--- src/rtl/patch_cfg_pkg.sv ---
// Shared types and constants for the patch configuration loader.
package patch_cfg_pkg;

    // Loader control states
    typedef enum logic [1:0] {
        IDLE = 2'd0,
        SMU  = 2'd1,
        SRU  = 2'd2,
        FIN  = 2'd3
    } state_t;

    // Bit positions inside cfgSel
    localparam int SEL_SMU = 0;
    localparam int SEL_SRU = 1;

    // Larger of two section lengths, used to size the section counter
    function automatic int max_int(input int a, input int b);
        return (a > b) ? a : b;
    endfunction

endpackage

--- src/rtl/patch_cfg_loader_if.sv ---
// Host word handshake between the configuration host and the loader.
interface patch_cfg_loader_if #(
    parameter int WORD_W = 8
);
    logic [WORD_W-1:0] inWord;
    logic              inWordValid;
    logic              inWordReady;

    // Host side drives the word, loader side answers with ready
    modport master (output inWord, output inWordValid, input  inWordReady);
    modport slave  (input  inWord, input  inWordValid, output inWordReady);
endinterface

--- src/rtl/cfg_word_serializer.sv ---
// Word serializer: holds the current host word, counts its remaining bits,
// presents the MSB and decides when the next word may be taken.
module cfg_word_serializer #(
    parameter int WORD_W = 8
) (
    input  logic              i_clk,
    input  logic              i_rst,
    input  logic              i_shift_en,   // loader is in a shifting section
    input  logic              i_abort,      // drop everything this cycle
    input  logic              i_sec_last,   // a bit emitted now ends the section
    input  logic [WORD_W-1:0] i_word,
    input  logic              i_word_valid,
    output logic              o_ready,
    output logic              o_emit,       // one bit leaves this cycle
    output logic              o_msb
);
    localparam int BL_W = $clog2(WORD_W + 1);

    logic [WORD_W-1:0] r_shift;
    logic [BL_W-1:0]   r_bits_left;

    logic w_has_bits;
    logic w_last_bit;
    logic w_ready;
    logic w_emit;
    logic w_fire;
    logic w_flush;

    assign w_has_bits = (r_bits_left != {BL_W{1'b0}});
    assign w_last_bit = (r_bits_left == BL_W'(1));
    assign w_emit     = i_shift_en && w_has_bits;
    assign w_fire     = w_ready && i_word_valid;
    // A section end discards any unused low bits so the next section starts on a fresh word
    assign w_flush    = i_abort || (w_emit && i_sec_last);

    // Ready when empty, or when the last bit leaves now and the section continues
    always_comb begin
        w_ready = 1'b0;
        if (i_shift_en && !i_abort) begin
            if (!w_has_bits) begin
                w_ready = 1'b1;
            end else if (w_last_bit && !i_sec_last) begin
                w_ready = 1'b1;
            end else begin
                w_ready = 1'b0;
            end
        end else begin
            w_ready = 1'b0;
        end
    end

    // Shift register and remaining-bit counter
    always_ff @(posedge i_clk) begin
        if (i_rst) begin
            r_shift     <= {WORD_W{1'b0}};
            r_bits_left <= {BL_W{1'b0}};
        end else if (w_flush) begin
            r_shift     <= {WORD_W{1'b0}};
            r_bits_left <= {BL_W{1'b0}};
        end else if (w_fire) begin
            r_shift     <= i_word;
            r_bits_left <= BL_W'(WORD_W);
        end else if (w_emit) begin
            r_shift     <= {r_shift[WORD_W-2:0], 1'b0};
            r_bits_left <= r_bits_left - BL_W'(1);
        end else begin
            r_shift     <= r_shift;
            r_bits_left <= r_bits_left;
        end
    end

    assign o_ready = w_ready;
    assign o_emit  = w_emit;
    assign o_msb   = r_shift[WORD_W-1];

endmodule

--- src/rtl/patch_cfg_loader.sv ---
// Patch configuration loader: serializes host words MSB-first onto the shared
// serial config line, framing an SMU section then an SRU section with exact
// bit counts and registered stream-valid strobes.
module patch_cfg_loader
    import patch_cfg_pkg::*;
#(
    parameter int WORD_W   = 8,
    parameter int SMU_BITS = 12,
    parameter int SRU_BITS = 8
) (
    input  logic               cfgClk,
    input  logic               rst,
    input  logic               cfgStart,
    input  logic [1:0]         cfgSel,
    input  logic               cfgAbort,
    patch_cfg_loader_if.slave  host,
    output logic               bitstreamSerialIn,
    output logic               smuStreamValid,
    output logic               sruStreamValid,
    output logic               busy,
    output logic               done
);
    localparam int CNT_W = $clog2(max_int(SMU_BITS, SRU_BITS) + 1);

    state_t           r_state;
    state_t           w_next_state;
    logic             r_sel_sru;
    logic [CNT_W-1:0] r_sec_cnt;

    logic w_shift_en;
    logic w_sec_last;
    logic w_sec_done;
    logic w_emit;
    logic w_msb;
    logic w_ready;

    logic w_serial_nxt;
    logic w_smu_nxt;
    logic w_sru_nxt;
    logic w_busy_nxt;
    logic w_done_nxt;

    logic r_serial;
    logic r_smu_valid;
    logic r_sru_valid;
    logic r_busy;
    logic r_done;

    assign w_shift_en = (r_state == SMU) || (r_state == SRU);
    assign w_sec_done = w_emit && w_sec_last;

    cfg_word_serializer #(
        .WORD_W (WORD_W)
    ) u_ser (
        .i_clk        (cfgClk),
        .i_rst        (rst),
        .i_shift_en   (w_shift_en),
        .i_abort      (cfgAbort),
        .i_sec_last   (w_sec_last),
        .i_word       (host.inWord),
        .i_word_valid (host.inWordValid),
        .o_ready      (w_ready),
        .o_emit       (w_emit),
        .o_msb        (w_msb)
    );

    assign host.inWordReady = w_ready;

    // Flags the bit that completes the active section
    always_comb begin
        w_sec_last = 1'b0;
        case (r_state)
            SMU:     w_sec_last = (r_sec_cnt == CNT_W'(SMU_BITS - 1));
            SRU:     w_sec_last = (r_sec_cnt == CNT_W'(SRU_BITS - 1));
            default: w_sec_last = 1'b0;
        endcase
    end

    // State register
    always_ff @(posedge cfgClk) begin
        if (rst) begin
            r_state <= IDLE;
        end else begin
            r_state <= w_next_state;
        end
    end

    // Next-state logic; abort overrides every other event
    always_comb begin
        w_next_state = r_state;
        if (cfgAbort) begin
            w_next_state = IDLE;
        end else begin
            case (r_state)
                IDLE: begin
                    if (!cfgStart) begin
                        w_next_state = IDLE;
                    end else if (cfgSel == 2'b00) begin
                        w_next_state = FIN;
                    end else if (cfgSel[SEL_SMU]) begin
                        w_next_state = SMU;
                    end else begin
                        w_next_state = SRU;
                    end
                end
                SMU: begin
                    if (!w_sec_done) begin
                        w_next_state = SMU;
                    end else if (r_sel_sru) begin
                        w_next_state = SRU;
                    end else begin
                        w_next_state = FIN;
                    end
                end
                SRU: begin
                    if (w_sec_done) begin
                        w_next_state = FIN;
                    end else begin
                        w_next_state = SRU;
                    end
                end
                FIN:     w_next_state = IDLE;
                default: w_next_state = IDLE;
            endcase
        end
    end

    // Remember whether an SRU section follows the SMU section of this load
    always_ff @(posedge cfgClk) begin
        if (rst) begin
            r_sel_sru <= 1'b0;
        end else if ((r_state == IDLE) && cfgStart && !cfgAbort) begin
            r_sel_sru <= cfgSel[SEL_SRU];
        end else begin
            r_sel_sru <= r_sel_sru;
        end
    end

    // Section bit counter, restarted on every section entry and on abort
    always_ff @(posedge cfgClk) begin
        if (rst) begin
            r_sec_cnt <= {CNT_W{1'b0}};
        end else if (cfgAbort || w_sec_done || !w_shift_en) begin
            r_sec_cnt <= {CNT_W{1'b0}};
        end else if (w_emit) begin
            r_sec_cnt <= r_sec_cnt + CNT_W'(1);
        end else begin
            r_sec_cnt <= r_sec_cnt;
        end
    end

    // Output decode; during a stall the serial line keeps its last value
    always_comb begin
        w_serial_nxt = r_serial;
        w_smu_nxt    = 1'b0;
        w_sru_nxt    = 1'b0;
        w_busy_nxt   = (w_next_state != IDLE);
        w_done_nxt   = 1'b0;
        if (cfgAbort) begin
            w_busy_nxt = 1'b0;
            w_done_nxt = 1'b0;
        end else if (w_emit) begin
            w_serial_nxt = w_msb;
            w_smu_nxt    = (r_state == SMU);
            w_sru_nxt    = (r_state == SRU);
        end else begin
            w_done_nxt = (r_state == FIN);
        end
    end

    // Output registers
    always_ff @(posedge cfgClk) begin
        if (rst) begin
            r_serial    <= 1'b0;
            r_smu_valid <= 1'b0;
            r_sru_valid <= 1'b0;
            r_busy      <= 1'b0;
            r_done      <= 1'b0;
        end else begin
            r_serial    <= w_serial_nxt;
            r_smu_valid <= w_smu_nxt;
            r_sru_valid <= w_sru_nxt;
            r_busy      <= w_busy_nxt;
            r_done      <= w_done_nxt;
        end
    end

    assign bitstreamSerialIn = r_serial;
    assign smuStreamValid    = r_smu_valid;
    assign sruStreamValid    = r_sru_valid;
    assign busy              = r_busy;
    assign done              = r_done;

endmodule
--- src/flat_wrapper.sv ---
// flat-port wrapper written by rule: the top's interface ports become plain ports
module patch_cfg_loader_flat import patch_cfg_pkg::*;
#(
    parameter int WORD_W   = 8,
    parameter int SMU_BITS = 12,
    parameter int SRU_BITS = 8
)
  (cfgClk, rst, cfgStart, cfgSel, cfgAbort, bitstreamSerialIn, smuStreamValid, sruStreamValid, busy, done, host_inWord, host_inWordValid, host_inWordReady);
  patch_cfg_loader_if #(.WORD_W(WORD_W)) host_i ();
  input  logic cfgClk;
  input  logic rst;
  input  logic cfgStart;
  input  logic [1:0] cfgSel;
  input  logic cfgAbort;
  output logic bitstreamSerialIn;
  output logic smuStreamValid;
  output logic sruStreamValid;
  output logic busy;
  output logic done;
  input wire logic [$bits(host_i.inWord)-1:0] host_inWord;
  input wire logic [$bits(host_i.inWordValid)-1:0] host_inWordValid;
  output wire logic [$bits(host_i.inWordReady)-1:0] host_inWordReady;
  assign host_i.inWord = host_inWord;
  assign host_i.inWordValid = host_inWordValid;
  assign host_inWordReady = host_i.inWordReady;
  patch_cfg_loader #(.WORD_W(WORD_W), .SMU_BITS(SMU_BITS), .SRU_BITS(SRU_BITS)) u_core (.cfgClk(cfgClk), .rst(rst), .cfgStart(cfgStart), .cfgSel(cfgSel), .cfgAbort(cfgAbort), .host(host_i), .bitstreamSerialIn(bitstreamSerialIn), .smuStreamValid(smuStreamValid), .sruStreamValid(sruStreamValid), .busy(busy), .done(done));
endmodule
--- config.mk ---
export PLATFORM = sky130hd
export DESIGN_NAME = patch_cfg_loader_flat
export DESIGN_NICKNAME = d
export VERILOG_FILES = /design/src/rtl/patch_cfg_pkg.sv /design/src/rtl/patch_cfg_loader_if.sv /design/src/rtl/cfg_word_serializer.sv /design/src/rtl/patch_cfg_loader.sv /design/src/flat_wrapper.sv
export SDC_FILE = /design/constraint.sdc
export NUM_CORES = 1
export LEC_CHECK = 0
export BUFFER_PORTS_ARGS = -buffer_cell sky130_fd_sc_hd__buf_4
export CORE_UTILIZATION = 45
export DETAILED_ROUTE_END_ITERATION = 8
export GPL_TIMING_DRIVEN = 0
export HOLD_SLACK_MARGIN = 0.15
export PLACE_DENSITY = 0.66
export SYNTH_ARGS = -nofsm -noshare
export SYNTH_HDL_FRONTEND = slang
export SYNTH_SLANG_ARGS = --single-unit
--- constraint.sdc ---
create_clock -name cfgClk -period 3.1 [get_ports cfgClk]
set_input_delay 0.155 -clock cfgClk [delete_from_list [all_inputs] [get_ports cfgClk]]
set_output_delay 0.155 -clock cfgClk [all_outputs]
set_load 0.05 [all_outputs]
==> results of run 1 <==
==> worst max-delay path, stage by stage, from the launching register on <==
cell and delay (ns):
dfxtp_1 0.40, inv_1 0.09, ha_1 0.37, clkbuf_1 0.33, clkbuf_1 0.41, nand2_1 0.23, o21ai_1 0.18, a21oi_1 0.08
dlygate4sd3_1 0.54
==> metal layers <==
metal  part of all wire (%)  vias to the layer above  global-route usage [%]
met5                      0                        -                       0
met4                    1.2                        0                    10.1
met3                    4.3                        6                    2.09
met2                     50                       38                    35.0
met1                     45                      583                    27.8
li1                       -                      594                       -
==> Yosys cell counts, drive strengths merged, types with 3 or more instances <==
cell type | count | area, sq um
nor3 | 4 | 20.0
a21boi | 7 | 52.6
xnor2 | 3 | 26.3
buf | 5 | 37.5
nand3b | 4 | 30.0
inv | 6 | 22.5
a21oi | 3 | 15.0
xor2 | 3 | 26.3
o211ai | 7 | 52.6
nor2 | 8 | 30.0
clkbuf | 5 | 18.8
and2 | 3 | 18.8
nand2 | 5 | 18.8
mux2i | 9 | 90.1
ha | 8 | 100
and3 | 12 | 80.1
nand3 | 14 | 70.1
dfxtp | 24 | 480
==> flip-flops by register name, summed over array words and instances (netlist names) <==
name and count:
u_core.sruStreamValid 1, u_core.r_sec_cnt 4, u_core.busy 1, u_core.bitstreamSerialIn 1, u_core.u_ser.r_shift 8, u_core.u_ser.r_bits_left 4, u_core.r_state 2, u_core.done 1
u_core.r_sel_sru 1, u_core.smuStreamValid 1
==> power by group through the flow <==
stage	registers [mW]	clock network, mW	logic [mW]
2_1_floorplan	0.324	0	0.0356
3_3_place_gp	0.321	0	0.0655
3_5_place_dp	0.321	0	0.0679
4_1_cts	0.315	0.235	0.0801
5_1_grt	0.315	0.245	0.0874
6_report	0.315	0.231	0.0810
==> worst paths after layout <==
path                                              start                       end  cells past startpoint
worst max-delay path                  u_core.r_state[0]  u_core.bitstreamSerialIn                      8
worst min-delay path                           cfgStart          u_core.r_sel_sru                      4
worst max register to register        u_core.r_state[0]  u_core.bitstreamSerialIn                      8
worst min register to register  u_core.u_ser.r_shift[0]   u_core.u_ser.r_shift[0]                      2
==> area by class of cell <==
| cell class | count | area, sq um |
|---|---|---|
| Fill cell | 250 | 1070 |
| Multi-Input combinational cell | 105 | 759 |
| Sequential cell | 24 | 480 |
| Timing Repair Buffer | 33 | 280 |
| Buffer | 10 | 56.3 |
| Tap cell | 31 | 38.8 |
| Clock inverter | 1 | 30.0 |
| Clock buffer | 3 | 22.5 |
| Inverter | 6 | 22.5 |
==> cell families after synthesis <==
kind of cell / count (synthesis) / share of synthesized area [%]
compound gates: 26 / 15.4
xor+xnor: 6 / 3.99
fa+ha+maj: 8 / 7.59
buf+inv: 16 / 5.98
flops: 24 / 36.4
mux: 9 / 6.83
simple gates: 56 / 23.8
==> through the flow <==
stage,std cells,hold slack [ns]
6_report,213,0.224
5_1_grt,213,0.264
4_1_cts,213,0.221
3_5_place_dp,196,0.347
3_3_place_gp,196,0.344
2_1_floorplan,145,0.224
==> impl_metrics.tcl, run 1 <==
set metrics [dict create \
    status "finished clean" \
    io_buffers 20 \
    cts_buffer_depth 2 \
    antenna_found_initial 0 \
    critPathKind "reg2reg" \
    pre_cts_ws_ns 0.807 \
    switching_share_pct 23.0 \
    synth_ff_type "dfxtp_1" \
    clk_latency_ns 0.32 \
    final_antenna_net_count 0 \
    async_flop_share_pct 0 \
    postSynthCellCount 145 \
    numCtsBuffers 3 \
    core-area_sq_um 2760 \
    max_freq_mhz 367 \
    critPathCaptureType "flop" \
    htree_levels 1 \
    fin_total_pwr_mw 0.627 \
    postCtsSetupBuffers 0 \
    relSlewSlack_pct 67.0 \
    nets 206 \
    p_clk_share_pct 36.9 \
    routedWlPerCell_um 15.1 \
    cp_max_fo 10 \
    leakage_nw 0.675 \
    die_x_um 56.1 \
    synth-seq-cells 24 \
    yosysUniqueCellTypes 32 \
    r2r_setup_slack_ns 0.37 \
    hold_buffers 13 \
    ir_drop_v 0.000297 \
    syn_area_sq_um 1320 \
    grt_start_max_net_pins 15 \
    drtIter0Drc 50 \
    first_global_vias 1212 \
    routabilityCongestion 0.770 \
    cts_resized 0 \
    yosys_warnings 0 \
    drive_gt1_share_pct 17.6 \
    post-route-drc-count 0 \
    hold_viol_final 0 \
    path_clk_slew_ns 0.14 \
    tightest_slew_ns 0.495 \
    finalSetupViolCount 0 \
    pwr-share-seq_pct 50.2 \
    start_util_pct 47.8 \
    layout_setup_ws_ns 0.372 \
    seq_area_frac_synth_pct 36.4 \
    wl_um 3210 \
    vias 1221 \
    area_growth_pct 28.2 \
    via_per_inst 5.73 \
    syn-num-nets 168 \
    worstPathArrival_ns 2.95 \
    p_int_mw 0.482 \
    power.switching_mw 0.144 \
    cts_tree "done" \
    fin_area_sq_um 1690 \
    grt.total_usage_pct 21.3 \
    required_ns 3.33 \
    overflow 0 \
    hold_path_class "in2reg" \
    die_h_um 56.1 \
    syn_area_per_cell_sq_um 9.09 \
    num_antenna_cells 0 \
    skew_ns 0.00155 \
    cp-start-kind "flop" \
    first_pass_iters 5 \
    mostFrequentLayoutCell "dfxtp_1" \
    tns_ns 0 \
    maxCapViolCount 0 \
    hpwl_um 2240 \
    fin_util_pct 61.3 \
    cts.sinks 24 \
    rsz0062_at_grt "false" \
    synth-edff-count 0 \
    grt_pass1_wl_um 5240 \
    fin_crit_ns 2.73 \
    finalMaxSlewViolations 0 \
    num_io_pins 21 \
    rows 19 \
    power_density_nw_per_um2 371 \
    dieArea_sq_um 3150 \
    combPwrFrac_pct 12.9 \
    root_buffer "clkbuf_4" \
    finalCritPeriodShare_pct 88.0 \
    final_cell_mix "dfxtp_1, buf_4, nand3_1, dlygate4sd3_1, and3_1" \
    placed_area_sq_um 1510 \
]
Power figures use the tool's default switching activity.
==> inputs of run 2 (changes only) <==
Settings changed: CORE_MARGIN set to 10.
Clock period 3.1 ns to 3.5 ns, I/O delays scaled along.
==> run 2 against run 1 <==
Against the previous run: non-clock buffer count shrank 2; register-to-register slack improved by 0.99 ns; largest cell class unchanged; clock skew up 0.0076 ns; largest power group unchanged; highest routed layer unchanged; worst hold slack lost 0.050 ns; clock power down 37%; cell count decreased by 0.94%; setup slack improved by 0.45 ns.
==> impl_metrics.tcl, run 2 (same netlist as run 1, synthesis figures left out) <==
set metrics [dict create \
    wl_um 3100 \
    final_antenna_net_count 0 \
    cts.sinks 24 \
    power_density_nw_per_um2 298 \
    hold_viol_final 0 \
    path_buf_inv 4 \
    rows 19 \
    nFillCells 267 \
    core-area_sq_um 2780 \
    leakage_nw 0.657 \
    path_clk_slew_ns 0.13 \
    finalCritPeriodShare_pct 76.5 \
    nets 204 \
    fin_total_pwr_mw 0.493 \
    pre_cts_ws_ns 1.18 \
    die_x_um 74.1 \
    first_pass_iters 4 \
    drive_gt1_share_pct 17.8 \
    crit_path_cell_trace "inv_1 > ha_1 > or3b_1 > a211o_1 > buf_2 > buf_2 > and2_1 > buf_4" \
    fin_crit_ns 2.68 \
    tightest_slew_ns 0.485 \
    die_h_um 74.1 \
    fin_util_pct 59.5 \
    rsz0062_at_grt "false" \
    slowest_delay_ns 0.39 \
    cts_buffer_depth 2 \
    skew_ns 0.00916 \
    hold_buffers 11 \
    overflow 0 \
    finalMaxSlewViolations 0 \
    antenna_found_initial 0 \
    finalSetupViolCount 0 \
    io_buffers 20 \
    mostFrequentLayoutCell "dfxtp_1" \
    layout_setup_ws_ns 0.821 \
    cts_tree "done" \
    routabilityCongestion 0.805 \
    ir_drop_v 0.000361 \
    largest_register "u_core.u_ser.r_shift" \
    start_util_pct 47.4 \
    num_antenna_cells 0 \
    num_io_pins 21 \
    htree_levels 1 \
    required_ns 3.32 \
    maxCapViolCount 0 \
    hpwl_um 2270 \
    root_buffer "clkbuf_4" \
    hold_slack_ns 0.174 \
    cp_max_fo 10 \
    drtIter0Drc 86 \
    grt_start_max_net_pins 14 \
    tns_ns 0 \
    critPathKind "reg2out" \
    vias 1148 \
    postCtsSetupBuffers 0 \
    clk_latency_ns 0.31 \
    max_freq_mhz 373 \
    dieArea_sq_um 5500 \
    hold_path_class "in2reg" \
    grt_pass1_wl_um 5440 \
    critPathCaptureType "primary output" \
    cts_resized 0 \
    largest_reg_flops 8 \
    via_per_inst 5.44 \
    grt.total_usage_pct 12.3 \
    worstPathArrival_ns 2.50 \
    cp_common_cell "buf_2" \
    status "finished clean" \
    cp-start-kind "flop" \
    post-route-drc-count 0 \
    routedWlPerCell_um 14.7 \
    final_cell_mix "dfxtp_1, buf_4, nand3_1, and3_1, dlygate4sd3_1" \
    reg_top3 "u_core.u_ser.r_shift (8), u_core.r_sec_cnt (4), u_core.u_ser.r_bits_left (4)" \
    numCtsBuffers 3 \
    relSlewSlack_pct 67.7 \
    first_global_vias 1168 \
    critPathSlowestCell "dfxtp_1" \
    path_delay_family "buffers and inverters" \
    area_growth_pct 25.4 \
]
run 2: area by class of cell:
class	count	area, sq um	share of cell area [%]
Multi-Input combinational cell	105	759	45.9
Buffer	10	56.3	3.40
Clock buffer	4	36.3	2.19
Tap cell	31	38.8	2.34
Inverter	6	22.5	1.36
Sequential cell	24	480	29.0
Timing Repair Buffer	31	260	15.7
run 2: worst register-to-register path, stage by stage, from the launching register on:
cell and delay [ns]:
dfxtp_1 0.39, inv_1 0.09, ha_1 0.25, or3b_1 0.36, a211o_1 0.33, buf_2 0.21
buf_2 0.22, nand3_1 0.11, mux2i_1 0.08
run 2: worst paths after layout:
check                                             start                       end  slack [ns]  cells past startpoint
worst min-delay path                           cfgAbort  u_core.bitstreamSerialIn        0.17                      3
worst max-delay path                  u_core.r_state[0]          host_inWordReady        0.82                      8
worst max register to register        u_core.r_state[0]   u_core.u_ser.r_shift[7]        1.36                      8
worst min register to register  u_core.u_ser.r_shift[0]   u_core.u_ser.r_shift[0]        0.48                      2
run 2: metrics by stage:
stage	instances	area (sq um)
after floorplan	145	1320
after global placement	196	1510
after detailed placement	196	1510
after CTS	211	1650
after global routing	211	1650
final	211	1650
run 2: metal layers:
layer	GRT usage [%]	part of all wire [%]	vias to the layer above	wire length [um]
li1	-	-	590	-
met1	15.1	47	539	1450
met2	20.6	48	17	1490
met3	3.72	4.4	2	135
met4	2.69	0.74	0	23
met5	0	0	-	0
run 2: power by group:
group	internal (mW)	total, mW	switching (mW)	leakage [nW]
combinational	0.0340	0.0694	0.0354	0.442
sequential	0.277	0.279	0.00202	0.194
clock	0.0636	0.145	0.0819	0.0210
total	0.374	0.493	0.119	0.657
